`src/rtl/nand4_dbnc_pkg.sv`:
```
// Shared constants and FSM state type for the nand4 input debouncer.
package nand4_dbnc_pkg;
    localparam int unsigned NCH            = 4;
    localparam int unsigned MAX_STABLE_CYC = 255;

    typedef enum logic {
        STABLE = 1'b0,
        SETTLE = 1'b1
    } dbnc_state_t;
endpackage

```
`src/rtl/nand4_dbnc_sync.sv`:
```
// Reset-to-zero register chain bringing asynchronous inputs into the clk domain.
module nand4_dbnc_sync #(
    parameter int unsigned WIDTH = 4,
    parameter int unsigned DEPTH = 2
) (
    input  logic             clk,
    input  logic             rst_n,
    input  logic [WIDTH-1:0] d,
    output logic [WIDTH-1:0] q
);
    logic [WIDTH-1:0] stage [DEPTH];

    always_ff @(posedge clk or negedge rst_n) begin
        if (!rst_n) begin
            for (int unsigned i = 0; i < DEPTH; i++) stage[i] <= '0;
        end else begin
            stage[0] <= d;
            for (int unsigned i = 1; i < DEPTH; i++) stage[i] <= stage[i-1];
        end
    end

    assign q = stage[DEPTH-1];
endmodule

```
`src/rtl/nand4_in_debounce.sv`:
```
// Four-channel debouncer feeding a 4-input NAND, with a valid/ready change report.
// Define NAND4_DBNC_SYNC_EN for a two-flop synchronizer; otherwise a single stage is used.
module nand4_in_debounce
    import nand4_dbnc_pkg::*;
#(
    parameter int unsigned STABLE_CYC = 4
) (
    input  logic           clk,
    input  logic           rst_n,
    input  logic [NCH-1:0] raw_in,
    output logic           a,
    output logic           b,
    output logic           c,
    output logic           d,
    output logic           chg_valid,
    input  logic           chg_ready,
    output logic [NCH-1:0] chg_vec,
    output logic           chg_lost
);
`ifdef NAND4_DBNC_SYNC_EN
    localparam int unsigned SYNC_DEPTH = 2;
`else
    localparam int unsigned SYNC_DEPTH = 1;
`endif
    localparam int unsigned CW = $clog2(STABLE_CYC) + 1;
    localparam logic [CW-1:0] CYC = CW'(STABLE_CYC);

    if (STABLE_CYC < 1 || STABLE_CYC > MAX_STABLE_CYC) begin : g_bad_cyc
        $error("nand4_in_debounce: STABLE_CYC out of range");
    end

    logic [NCH-1:0] s;
    logic [NCH-1:0] cand;
    logic [NCH-1:0] stab;
    logic [CW-1:0]  cnt;
    logic [CW-1:0]  cnt_inc;
    dbnc_state_t    state;
    logic           upd;
    logic [NCH-1:0] upd_vec;

    nand4_dbnc_sync #(
        .WIDTH (NCH),
        .DEPTH (SYNC_DEPTH)
    ) u_sync (
        .clk   (clk),
        .rst_n (rst_n),
        .d     (raw_in),
        .q     (s)
    );

    assign cnt_inc = cnt + CW'(1);

    // Acceptance decode, shared by the stable register and the change handshake.
    always_comb begin
        upd     = 1'b0;
        upd_vec = stab;
        case (state)
            STABLE: if (s != stab && STABLE_CYC == 1) begin
                upd     = 1'b1;
                upd_vec = s;
            end
            SETTLE: if (s != stab && s == cand && cnt_inc == CYC) begin
                upd     = 1'b1;
                upd_vec = cand;
            end
            default: ;
        endcase
    end

    always_ff @(posedge clk or negedge rst_n) begin
        if (!rst_n) begin
            state     <= STABLE;
            cand      <= '0;
            cnt       <= '0;
            stab      <= '0;
            chg_valid <= 1'b0;
            chg_vec   <= '0;
            chg_lost  <= 1'b0;
        end else begin
            case (state)
                STABLE: if (s != stab) begin
                    cand <= s;
                    cnt  <= CW'(1);
                    if (!upd) state <= SETTLE;
                end
                SETTLE: begin
                    if (s == stab) begin
                        state <= STABLE;
                    end else if (s == cand) begin
                        cnt <= cnt_inc;
                        if (upd) state <= STABLE;
                    end else begin
                        cand <= s;
                        cnt  <= CW'(1);
                    end
                end
                default: state <= STABLE;
            endcase

            if (upd) stab <= upd_vec;

            if (upd) begin
                chg_valid <= 1'b1;
                chg_vec   <= upd_vec;
                chg_lost  <= chg_valid && !chg_ready;
            end else begin
                chg_lost <= 1'b0;
                if (chg_valid && chg_ready) chg_valid <= 1'b0;
            end
        end
    end

    assign {a, b, c, d} = stab;
endmodule
```
`config.mk`:
```
export PLATFORM = sky130hd
export DESIGN_NAME = nand4_in_debounce
export DESIGN_NICKNAME = d
export VERILOG_FILES = /design/src/rtl/nand4_dbnc_pkg.sv /design/src/rtl/nand4_dbnc_sync.sv /design/src/rtl/nand4_in_debounce.sv
export SDC_FILE = /design/constraint.sdc
export NUM_CORES = 1
export LEC_CHECK = 0
export CAP_MARGIN = 20
export CORE_AREA = 5 5 50 52
export CTS_CLUSTER_SIZE = 20
export DETAILED_ROUTE_END_ITERATION = 16
export DIE_AREA = 0 0 55 57
export PLACE_DENSITY = 0.73
export SYNTH_ARGS = -nofsm -noshare
export SYNTH_HDL_FRONTEND = slang
export SYNTH_SLANG_ARGS = --single-unit
```
`constraint.sdc`:
```
create_clock -name clk -period 2.5 [get_ports clk]
set_input_delay 0.5 -clock clk [delete_from_list [all_inputs] [get_ports clk]]
set_output_delay 0.5 -clock clk [all_outputs]
set_load 0.01 [all_outputs]
```
==> results of run 1 <==
[where the power goes]
part           switching [mW]  total, mW  internal [mW]
clock network          0.0823      0.138         0.0560
logic                  0.0562      0.131         0.0753
registers              0.0208      0.334          0.314
total                   0.159      0.604          0.445
[layout make-up]
class	count	area [µm²]
Timing Repair Buffer	16	160.2
Inverter	3	11.26
Fill cell	186	1082
Multi-Input combinational cell	30	301.5
Tap cell	28	35.03
Clock buffer	3	22.52
Sequential cell	18	450.4
[path summary, 6_finish.rpt]
kind,startpoint,endpoint,slack [ns]
max reg2reg,stab[1],cand[0],0.61
min in group asynchronous,rst_n,chg_lost,0.65
max in group asynchronous,rst_n,cnt[0],1.37
min reg2reg,cnt[0],cnt[0],0.49
min,cnt[0],cnt[0],0.49
max,stab[1],cand[0],0.61
[placed cells by master (no fill, tap or decap)]
cell             instances
a21o_2                   1
a22o_2                   2
clkdlybuf4s50_1         16
xnor2_1                  4
nand2_1                  1
ha_1                     2
mux2_2                   8
nor4b_4                  1
nor3_1                   1
inv_1                    3
and3_2                   1
mux2i_1                  1
clkbuf_4                 3
dfrtp_1                 18
nor2_1                   1
nor4_4                   1
nand3_1                  1
xor2_1                   4
o21bai_1                 1
[cells in the mapped netlist]
master    number
inv_1          3
mux2_2         8
nor4b_4        1
o21bai_1       1
nor4_4         1
mux2i_1        1
a22o_2         2
nor3_1         1
a21o_2         1
and3_2         1
ha_1           2
xor2_1         4
nand2_1        1
nor2_1         1
nand3_1        1
dfrtp_1       18
buf_4          4
xnor2_1        4
[sequential cells by signal (all words and copies together) (netlist names)]
name	flops
cand	4
chg_lost	1
chg_valid	1
cnt	3
stab	4
state	1
u_sync.q	4
[metrics by stage]
step                      total power, mW  cell area, µm²  util (%)  setup WS [ns]
after floorplan                    0.4218           793.3         -         0.7030
after global placement             0.4727           958.4     46.45         0.6260
after detailed placement           0.4753           958.4     46.45         0.5963
after CTS                          0.6155           980.9     47.54         0.5823
after global routing               0.6387           980.9     47.54         0.4986
final                              0.6042           980.9     47.54         0.6127
[per-layer routing]
layer / share of wire [%] / wire length, µm / GRT usage, % / up-vias
li1: - / - / - / 219
met1: 45 / 529 / 11.06 / 210
met2: 48 / 567 / 13.51 / 10
met3: 4.3 / 51 / 2.872 / 5
met4: 2.5 / 30 / 5.208 / 0
met5: 0 / 0 / 0 / -
[kinds of logic (layout without fill, tap and decap cells)]
kind of cell | after synthesis | after routing | share of synthesized area [%]
buffers and inverters | 7 | 22 | 5.205
DFF | 18 | 18 | 56.78
xor gates and xnor gates | 8 | 8 | 8.832
adders and majority gates | 2 | 2 | 3.154
AOI/OAI and AO/OA | 4 | 4 | 4.575
and+or+nand+nor | 7 | 7 | 8.831
muxes | 9 | 9 | 12.62
==> flow_summary_export.csv, run 1 <==
group,metric,value,unit
run_status,status,"finished, final reports clean",
synthesis,ys_ff_latch,18,
critical_path,start_kind,"flop",
timing,timing.final.crit_share,75.49,%
global_routing,grtUsageTotal,8.986,%
power_and_ir_drop,power.density,616.0,mW/mm²
clock_tree,clk_pin_slew,0.09,ns
drt,wirelength,1180,µm
synthesis,synthesis.area,793.3,µm²
clock_tree,holdBufCountCts,0,
drt,via_per_inst,4.531,
clock_tree,cts_resized,0,
final_layout,n_antenna_cell,0,
synthesis,synthDistinctLibCells,18,
clock_tree,htreeDepth,1,
placed_design,portBuffers,16,
final_layout,final-instance-count-excl-fill,98,
floorplan,rows,17,
hold_path,min_path_cells,1,
placed_design,gp_congestion,0.6754,
drt,drtIter0Drc,6,
synthesis,avgSynthCellArea,14.42,µm²
synthesis,yosys_warnings,0,
clock_tree,root_buffer,"clkbuf_4",
synthesis,synth_seq_area_share,56.78,%
drt,drtPass1Iterations,2,
floorplan,dieHeight,57,µm
clock_tree,cts.sinks,18,
drt,antenna_left,0,
clock_tree,post_cts_buffers,0,
critical_path,crit_type,"flop to flop",
global_routing,grt_pass1_wl,2042,µm
critical_path,worst_ep_required_time,2.68,ns
critical_path,reg2regPathDepth,4,
power_and_ir_drop,vdd_drop_max,0.3427,mV
synthesis,synthTopCellsByArea,"dfrtp_1 (57%), mux2_2 (11%), xnor2_1 (4.4%)",
timing,setup_viol_count_final,0,
clock_tree,cts_buffers,3,
timing,rsz0062_at_grt,"no",
timing,min_period,1.887,ns
drt,route.detailed.drc,0,
timing,relSlewSlack,48.85,%
critical_path,path_max_fanout,10,
critical_path,crit_cells,4,
synthesis,yosys.area.top_type,"dfrtp_1",
placed_design,placedCellCount,95,
final_layout,nets,81,
critical_path,timing.critical_path.buf_inv,0,
timing,hold_slack,0.4877,ns
clock_tree,cts_tree,"yes",
final_layout,drive_gt1_share,24.29,%
hold_path,hp-class,"flop to flop",
global_routing,antenna_found_initial,0,
flow_run,cap_violations,0,
drt,wl_per_cell,12.04,µm
critical_path,crit_chain,"xor2_1 > nor4_4 > o21bai_1 > mux2_2",
power_and_ir_drop,cellLeakagePower,0.4328,nW
critical_path,cp.arrival,2.07,ns
timing,timing.fmax,0.5299,GHz
floorplan,die-area,0.003135,mm²
timing,max_slew.worst_pin.slew,0.7648,ns
clock_tree,clockBufferDepth,2,
critical_path,critPathTopFamily,"simple AND/OR/NAND/NOR gates",
timing,fin_tns_setup,0,ns
clock_tree,insertion_delay,0.29,ns
global_routing,grt_pass1_vias,476,
final_layout,synthToLayoutAreaGrowth,23.66,%
synthesis,syn_inst,55,
critical_path,cp-end-kind,"flop",
synthesis,synth_top_area_share,56.78,%
critical_path,max_stage_delay,0.60,ns
timing,skew,0.0006502,ns
critical_path,crit_slowest_cell,"nor4_4",
floorplan,ios,17,
synthesis,synthesis.nets,64,
global_routing,overflow,0,
floorplan,core,0.002063,mm²
timing,hold_viol_final,0,
global_routing,grt_max_degree,19,
drt,num_vias,444,
floorplan,start_util,38.45,%
timing,slew_violations,0,
floorplan,die_w,55,µm
Power figures use the tool's default switching activity.
==> inputs of run 2 (changes only) <==
- PLACE_DENSITY: 0.73 -> 0.76
- clock period: 2.5 -> 1.58 ns (I/O delays scaled with it)
==> run 2 against run 1 <==
Net effect:
- clock power increased by 100%
- highest routed layer unchanged
- register-to-register slack got worse by 0.72 ns
- clock skew grew 0.0052 ns
- wire length increased by 19%
- worst hold slack got worse by 0.15 ns
- final cell count is 18% higher
- the run now ends with negative setup slack left
==> flow_summary_export.csv, run 2 (same netlist as run 1, synthesis figures left out) <==
group,metric,value,unit
run_status,status,"finished, violations left",
run_status,violations,"negative setup slack",
timing,skew,0.005875,ns
timing,timing.final.crit_share,106.5,%
critical_path,reg2regPathDepth,6,
final_layout,multi_input_area,366.6,µm²
drt,drtIter0Drc,3,
floorplan,dieHeight,57,µm
critical_path,start_kind,"flop",
critical_path,crit_type,"flop to flop",
clock_tree,cts_tree,"yes",
drt,route.detailed.drc,0,
clock_tree,htreeDepth,1,
floorplan,core,0.002063,mm²
power_and_ir_drop,vdd_drop_max,0.6122,mV
timing,max_slew.worst_pin.slew,0.2220,ns
floorplan,start_util,38.45,%
global_routing,grt_pass1_wl,2511,µm
critical_path,cp-end-kind,"flop",
timing,slew_violations,0,
placed_design,gp_congestion,0.7880,
clock_tree,root_buffer,"clkbuf_4",
clock_tree,cts.sinks,18,
critical_path,reg2reg_slack,-0.10,ns
timing,setup_ws,-0.1023,ns
global_routing,overflow,0,
final_layout,drive_gt1_share,53.41,%
global_routing,grt_pass1_vias,589,
critical_path,cp.arrival,1.86,ns
timing,timing.fmax,0.5944,GHz
global_routing,grt_max_degree,19,
drt,num_vias,509,
final_layout,synthToLayoutAreaGrowth,50.47,%
timing,relSlewSlack,85.12,%
final_layout,n_antenna_cell,0,
timing,min_period,1.682,ns
critical_path,worst_ep_required_time,1.75,ns
drt,via_per_inst,4.388,
final_layout,final-instance-count-excl-fill,116,
final_layout,nets,98,
final_layout,fillers,183,
global_routing,antenna_found_initial,0,
drt,wirelength,1403,µm
floorplan,die_w,55,µm
drt,wl_per_cell,12.09,µm
placed_design,placedCellCount,111,
placed_design,portBuffers,16,
drt,drtPass1Iterations,3,
timing,rsz0062_at_grt,"yes",
global_routing,grtUsageTotal,11.16,%
clock_tree,clk_pin_slew,0.10,ns
placed_design,post-dp-hpwl,1082,µm
floorplan,die-area,0.003135,mm²
timing,hold_viol_final,0,
power_and_ir_drop,power.density,912.7,mW/mm²
clock_tree,holdBufCountCts,0,
final_layout,seq_area,456.7,µm²
critical_path,path_max_fanout,6,
final_layout,layout_commonest_cell,"buf_4",
clock_tree,cts_buffers,3,
flow_run,cap_violations,0,
hold_path,hp-class,"input port to asynchronous set/reset pin",
final_layout,final_cell_mix,"buf_4 (15), dfrtp_1 (13), dlygate4sd2_1 (8)",
timing,fin_tns_setup,-0.6299,ns
floorplan,ios,17,
clock_tree,insertion_delay,0.29,ns
clock_tree,clockBufferDepth,2,
drt,antenna_left,0,
power_and_ir_drop,finalPower,1.089,mW
timing,setup_viol_count_final,10,
power_and_ir_drop,cellLeakagePower,0.5940,nW
floorplan,rows,17,
[run 2: per-stage QoR]
stage / worst slack, ns / cell area [µm²] / util [%] / hold WS [ns]
2_1_floorplan: -0.1908 / 814.5 / - / 0.02041
3_3_place_gp: -0.1081 / 1100 / 53.31 / 0.4731
3_5_place_dp: -0.1431 / 1100 / 53.31 / 0.4882
4_1_cts: -0.1167 / 1149 / 55.67 / 0.3384
5_1_grt: -0.1720 / 1194 / 57.85 / 0.3465
6_report: -0.1023 / 1194 / 57.85 / 0.3359
[run 2: what timing repair did]
action / in CTS / in global routing
buffers inserted: 1 / 0
resized for setup: 10 / 11
pin swaps: 6 / 3
endpoints found under the setup margin: 20 / 14
[run 2: worst max-delay path: stages (launching register included)]
cell	delay (ns)
dfrtp_2	0.46
xor2_4	0.20
nor4_4	0.05
buf_4	0.16
nor4b_4	0.21
buf_6	0.16
mux2_2	0.33
[run 2: where the power goes]
| part | internal (mW) | switching [mW] | leakage [nW] |
|---|---|---|---|
| clock | 0.140 | 0.135 | 0.0210 |
| combinational | 0.164 | 0.113 | 0.358 |
| sequential | 0.499 | 0.0385 | 0.215 |
[run 2: layout make-up]
| cell class | count | share of cell area, % |
|---|---|---|
| multi-input cells | 30 | 30.71 |
| well taps | 28 | 2.935 |
| inverters | 3 | 0.9434 |
| repair buffers | 33 | 24.11 |
| flip-flops and latches | 18 | 38.26 |
| clock buffers | 4 | 3.040 |
[run 2: worst paths after layout]
| path | start | endpoint |
|---|---|---|
| max | stab[1] | stab[2] |
| min | rst_n | chg_valid |
| max reg2reg | stab[1] | stab[2] |
| min reg2reg | cnt[0] | cnt[0] |
| max in group asynchronous | rst_n | stab[2] |
| min in group clk | raw_in[1] | u_sync.q[1] |
[run 2: metal layers]
| layer | global-route usage, % | wire, µm | vias to the layer above |
|---|---|---|---|
| met5 | 0 | 0 | - |
| met4 | 5.903 | 11 | 0 |
| li1 | - | - | 245 |
| met3 | 3.655 | 45 | 2 |
| met2 | 17.23 | 742 | 9 |
| met1 | 13.51 | 604 | 253 |
